<file path="src/rtl/fcmp_pipe.sv">
// Pipelined floating-point compare unit: feq/flt/fle/fmin/fmax with a
// global-stall valid/ready pipeline of STAGES register stages.
module fcmp_pipe #(
  parameter int EW     = 8,
  parameter int MW     = 23,
  parameter int STAGES = 2
) (
  input  logic             clk,
  input  logic             rst,
  input  logic             in_valid,
  output logic             in_ready,
  input  logic [2:0]       op,
  input  logic [EW+MW:0]   x1,
  input  logic [EW+MW:0]   x2,
  output logic             out_valid,
  input  logic             out_ready,
  output logic [EW+MW:0]   y
);

  localparam int W = 1 + EW + MW;

  // Unsigned ordering key; zero exponent flushes to +0 regardless of sign.
  function automatic logic [W-1:0] key(input logic [W-1:0] x);
    logic          s;
    logic [EW-1:0] e;
    logic [MW-1:0] m;
    {s, e, m} = x;
    if (e == '0)
      key = {1'b1, {(W-1){1'b0}}};
    else if (!s)
      key = {1'b1, e, m};
    else
      key = {1'b0, ~e, ~m};
  endfunction

  logic         advance;
  logic [W-1:0] fk1, fk2, fx1, fx2;
  logic [2:0]   fop;
  logic         fv;
  logic [W-1:0] y_next;
  logic         lt, eq, gt;

  assign advance  = out_ready | ~out_valid;
  assign in_ready = advance;

  if (STAGES == 1) begin : g_comb
    assign fk1 = key(x1);
    assign fk2 = key(x2);
    assign fx1 = x1;
    assign fx2 = x2;
    assign fop = op;
    assign fv  = in_valid;
  end else begin : g_pipe
    localparam int D = STAGES - 1;

    logic [W-1:0] k1_q [D];
    logic [W-1:0] k2_q [D];
    logic [W-1:0] x1_q [D];
    logic [W-1:0] x2_q [D];
    logic [2:0]   op_q [D];
    logic         v_q  [D];

    always_ff @(posedge clk or posedge rst) begin
      if (rst) begin
        for (int i = 0; i < D; i++) begin
          k1_q[i] <= '0;
          k2_q[i] <= '0;
          x1_q[i] <= '0;
          x2_q[i] <= '0;
          op_q[i] <= '0;
          v_q[i]  <= 1'b0;
        end
      end else if (advance) begin
        k1_q[0] <= key(x1);
        k2_q[0] <= key(x2);
        x1_q[0] <= x1;
        x2_q[0] <= x2;
        op_q[0] <= op;
        v_q[0]  <= in_valid;
        for (int i = 1; i < D; i++) begin
          k1_q[i] <= k1_q[i-1];
          k2_q[i] <= k2_q[i-1];
          x1_q[i] <= x1_q[i-1];
          x2_q[i] <= x2_q[i-1];
          op_q[i] <= op_q[i-1];
          v_q[i]  <= v_q[i-1];
        end
      end
    end

    assign fk1 = k1_q[D-1];
    assign fk2 = k2_q[D-1];
    assign fx1 = x1_q[D-1];
    assign fx2 = x2_q[D-1];
    assign fop = op_q[D-1];
    assign fv  = v_q[D-1];
  end

  assign lt = fk1 < fk2;
  assign eq = fk1 == fk2;
  assign gt = fk1 > fk2;

  // Ties in fmin/fmax keep x1 as presented, not its flushed form.
  always_comb begin
    y_next = '0;
    case (fop)
      3'b001:  y_next[0] = lt;
      3'b010:  y_next[0] = lt | eq;
      3'b011:  y_next    = gt ? fx2 : fx1;
      3'b100:  y_next    = lt ? fx2 : fx1;
      default: y_next[0] = eq;
    endcase
  end

  always_ff @(posedge clk or posedge rst) begin
    if (rst) begin
      out_valid <= 1'b0;
      y         <= '0;
    end else if (advance) begin
      out_valid <= fv;
      y         <= y_next;
    end
  end

endmodule

</file>
<file path="config.mk">
export PLATFORM = sky130hd
export DESIGN_NAME = fcmp_pipe
export DESIGN_NICKNAME = d
export VERILOG_FILES = /design/src/rtl/fcmp_pipe.sv
export SDC_FILE = /design/constraint.sdc
export NUM_CORES = 1
export LEC_CHECK = 0
export CORE_ASPECT_RATIO = 1.2
export CORE_MARGIN = 1.5
export CORE_UTILIZATION = 32
export DETAILED_ROUTE_END_ITERATION = 10
export GPL_TIMING_DRIVEN = 0
export HOLD_SLACK_MARGIN = 0.06
export PLACE_DENSITY_LB_ADDON = 0.08
export SLEW_MARGIN = 20
export SYNTH_ARGS = -nofsm -noshare
export SYNTH_HDL_FRONTEND = slang
export SYNTH_SLANG_ARGS = --single-unit
</file>
<file path="constraint.sdc">
create_clock -name clk -period 14.65 [get_ports clk]
set_clock_uncertainty 0.15 [all_clocks]
set_input_delay 2.93 -clock clk [delete_from_list [all_inputs] [get_ports clk]]
set_output_delay 2.93 -clock clk [all_outputs]
set_load 0.05 [all_outputs]
</file>
==> results.md <==
| Group | Metric | Value |
|---|---|---|
| route | Detailed-router iteration count before antenna repair | 4 |
| yosys | Netlist area before placement | 7910 um2 |
| timing | Setup violators final | 0 |
| clock tree | TritonCTS clock tree | yes |
| placed design | Routability congestion estimate | 0.764 |
| grt | Vias in the first global route | 6246 |
| floorplanning | Core area | 24100 um2 |
| timing | Max Freq | 116 MHz |
| route | Wire length per cell after detailed routing | 17.5 um |
| worst setup path | Setup crit end kind | output port |
| placed design | Pre-CTS worst setup slack | 5.99 ns |
| clock tree | Number of clock buffers inserted by TritonCTS | 17 |
| grt | Final global-route overflow total | 0 |
| yosys | Yosys warning count | 0 |
| finish | Final design utilization | 41.3% |
| grt | Wire length of the first global-routing pass | 35100 um |
| clock tree | Register clock-pin slew on the reported worst setup and hold paths | 0.06 ns |
| finish | Share of final-layout standard cells stronger than drive strength 1 | 8.06% |
| worst setup path | Kind of launch point of the worst setup path | input port |
| clock tree | CTS Root Buffer Type | clkbuf_16 |
| worst setup path | Endpoint of the most critical register-to-register path | y[2] |
| clock tree | Number of cells upsized or downsized after cts | 0 |
| finish | Post-layout instance area | 9960 um2 |
| yosys | Mean instance size in the synthesized netlist | 10.1 um2 |
| route | Final wirelength | 21600 um |
| finish | Number of fillers in the final layout | 2419 |
| grt | Initial antenna violation count | 0 |
| timing | Pin slew with the least headroom to its limit | 0.925 ns |
| yosys | Synthesized net count | 888 |
| power | Cell area power density | 140 nW/um2 |
| timing | Slew Viols, Final | 0 |
| finish | Flip-flop and latch area | 4130 um2 |
| clock tree | Clock network latency to the later pin of the worst-skew pair | 0.43 ns |
| timing | Relative slew margins | 38.4% |
| power | Total chip power | 1.39 mW |
| floorplanning | Chip Width | 147 um |
| placed design | Number of buffers inserted by port buffering | 102 |
| yosys | Fraction of synthesis flops using an asynchronous set or reset pin | 100% |
| timing | Hold_ws | 0.305 ns |
| hold path | Launch point of the worst hold path | fv |
| hold path | Path type of the worst min-delay path | flip-flop to flip-flop |
| worst setup path | Critical Path AT | 5.54 ns |
| worst setup path | CP Data Required Time | 11.57 ns |
| yosys | Number of cells produced by synthesis | 785 |
| route | Total via count after detailed routing | 5873 |
| clock tree | Hold buffer count at CTS | 0 |
| yosys | Cell types occupying the most area after synthesis | dfrtp_1, nand2_1, xor2_1 |
| worst setup path | Critical path startpoint | out_ready |
| worst setup path | Worst reg2reg setup slack | 11.58 ns |
| finish | ANT cells | 0 |
| floorplanning | Effective utilization at floorplan | 32.8% |
| power | Leakage power figure | 4.64 nW |
| power | Peak supply drop | 0.0000716 V |
| yosys | Dominant cell by count in the synthesized netlist | dfrtp_1 |
| floorplanning | DIE AREA | 25700 um2 |
| yosys | Biggest area consumer among synthesized cells | dfrtp_1 |
| clock tree | Deepest clock path buffer count | 2 |
| finish | Area added between synthesis and finish | 25.9% |
| grt | Largest net degree at the start of global routing | 85 |
| yosys | Top cell type's share of synthesized area | 52.2% |
| placed design | Placed cell count | 1208 |
| worst setup path | Maximum fanout along the worst path | 10 |
| yosys | Sequential element share of the synthesized area | 52.2% |
| placed design | Placed inst area | 9370 um2 |
| finish | Final layout net count | 1010 |
| finish | Non-Filler Instances | 1238 |
| worst setup path | Reg-to-reg startpoint | fk1[27] |
| route | Number of routed nets with antenna violations | 0 |
| floorplanning | # IOs | 105 |
| timing | RSZ-0062 raised after global routing | no |
| worst setup path | Number of cells traversed by the worst register-to-register path | 8 |
| yosys | Number of synthesized register bits | 165 |
| timing | Setup WS post-layout | 6.03 ns |
| timing | Final Hold Vio Count | 0 |
| route | DRC Markers | 0 |
| outcome | Result of the run | finished clean |
| clock tree | H-tree depth | 4 |
| finish | Area of combinational cells with multiple inputs | 3210 um2 |
| yosys | Leading register cell type out of synthesis | dfrtp_1 |
| yosys | Number of synthesized flops with an enable pin | 0 |
| yosys | Post-synth top cells | dfrtp_1, nand2_1, inv_1 |
| hold path | Number of cells on the worst hold path | 2 |
| worst setup path | End point of the critical path | in_ready |
| clock tree | Setup Fix Bufs, Post-CTS | 0 |
| placed design | HPWL after DPL | 15500 um |
| floorplanning | Die Y-Extent | 175 um |
| floorplanning | Row count | 62 |
| clock tree | Sink count of the clock tree | 165 |
| route | Starting DRC count in detailed routing | 306 |
| timing | Period utilization | 58.9% |
| grt | GRT Overall Usage | 17.9% |
| job | Total of max-cap violations | 0 |
| timing | Clock period minus final worst setup slack | 8.62 ns |
| yosys | Count of distinct cell types in the synthesized netlist | 41 |
| timing | Summed negative setup slack over all endpoints | 0 ns |
| route | Vias per cell | 4.74 |
| worst setup path | Setup Crit Path Kind | input port to output port |
[cells in the final DEF, fill, tap and decap left out, types with 3 or more instances in the layout]
cell | Yosys | final
o211ai_1 | 3 | 3
nor2_1 | 4 | 4
clkbuf_1 | 35 | 36
o21ai_0 | 96 | 96
nor4_1 | 5 | 5
o221ai_2 | 30 | 30
clkinvlp_4 | 0 | 3
a22o_1 | 31 | 31
nand2b_1 | 3 | 3
a21oi_1 | 17 | 17
a21o_1 | 5 | 5
inv_1 | 98 | 97
buf_6 | 3 | 3
clkdlybuf4s50_1 | 0 | 102
dfrtp_1 | 165 | 165
clkbuf_4 | 3 | 3
nand4_1 | 8 | 8
xor2_1 | 63 | 63
clkbuf_16 | 0 | 17
bufinv_16 | 0 | 3
nand2_1 | 152 | 152
buf_1 | 5 | 5
ha_1 | 32 | 32
[sequential cells by signal (all words and copies together) (netlist names)]
| signal | cells |
|---|---|
| fk1 | 32 |
| fk2 | 32 |
| fop | 3 |
| fv | 1 |
| fx1 | 32 |
| fx2 | 32 |
| out_valid | 1 |
| y | 32 |
[worst min path at each step]
| stage | to | slack, ns |
|---|---|---|
| finish | fv | 0.31 |
| global route | fx1[0] | 0.35 |
| CTS | fv | 0.31 |
| detailed placement | fv | 0.30 |
| global placement | out_valid | 0.30 |
| floorplan | fv | 0.28 |
[kinds of logic (layout without fill, tap and decap cells)]
kind of cell	Yosys count	count (layout)	synth area share, %
adder cells (fa/ha/maj)	32	32	5.06
XOR/XNOR	63	63	6.98
AND/OR/NAND/NOR	185	185	10.0
flip-flops	165	165	52.2
buffers and inverters	144	277	7.26
AO/OA/AOI/OAI	196	196	18.5
[routing by layer]
layer  wire length [um]  track usage, %  vias to the layer above
met5                  0               0                        -
met4                293            5.51                        0
met3                604            2.58                       20
met2              10800            31.0                      102
met1               9990            23.2                     2889
li1                   -               -                     2862
[worst max-delay path, stage by stage]
cell and delay (ns):
clkdlybuf4s50_1 0.45, nor2b_1 0.07, inv_1 0.18, clkbuf_1 0.44, buf_1 0.54, clkdlybuf4s50_1 0.92
[layout make-up]
cell class,count,area share (%)
flip-flops and latches,165,41.4
multi-input cells,476,32.2
repair buffers,103,10.5
clock buffers,19,4.45
well taps,320,4.02
inverters,98,3.77
plain buffers,46,2.07
clock inverters,11,1.53
[where the power goes]
part	internal (mW)	total, mW	switching [mW]
logic	0.137	0.372	0.235
registers	0.527	0.558	0.0312
clock network	0.272	0.462	0.190
(Power assumes the default switching activity.)
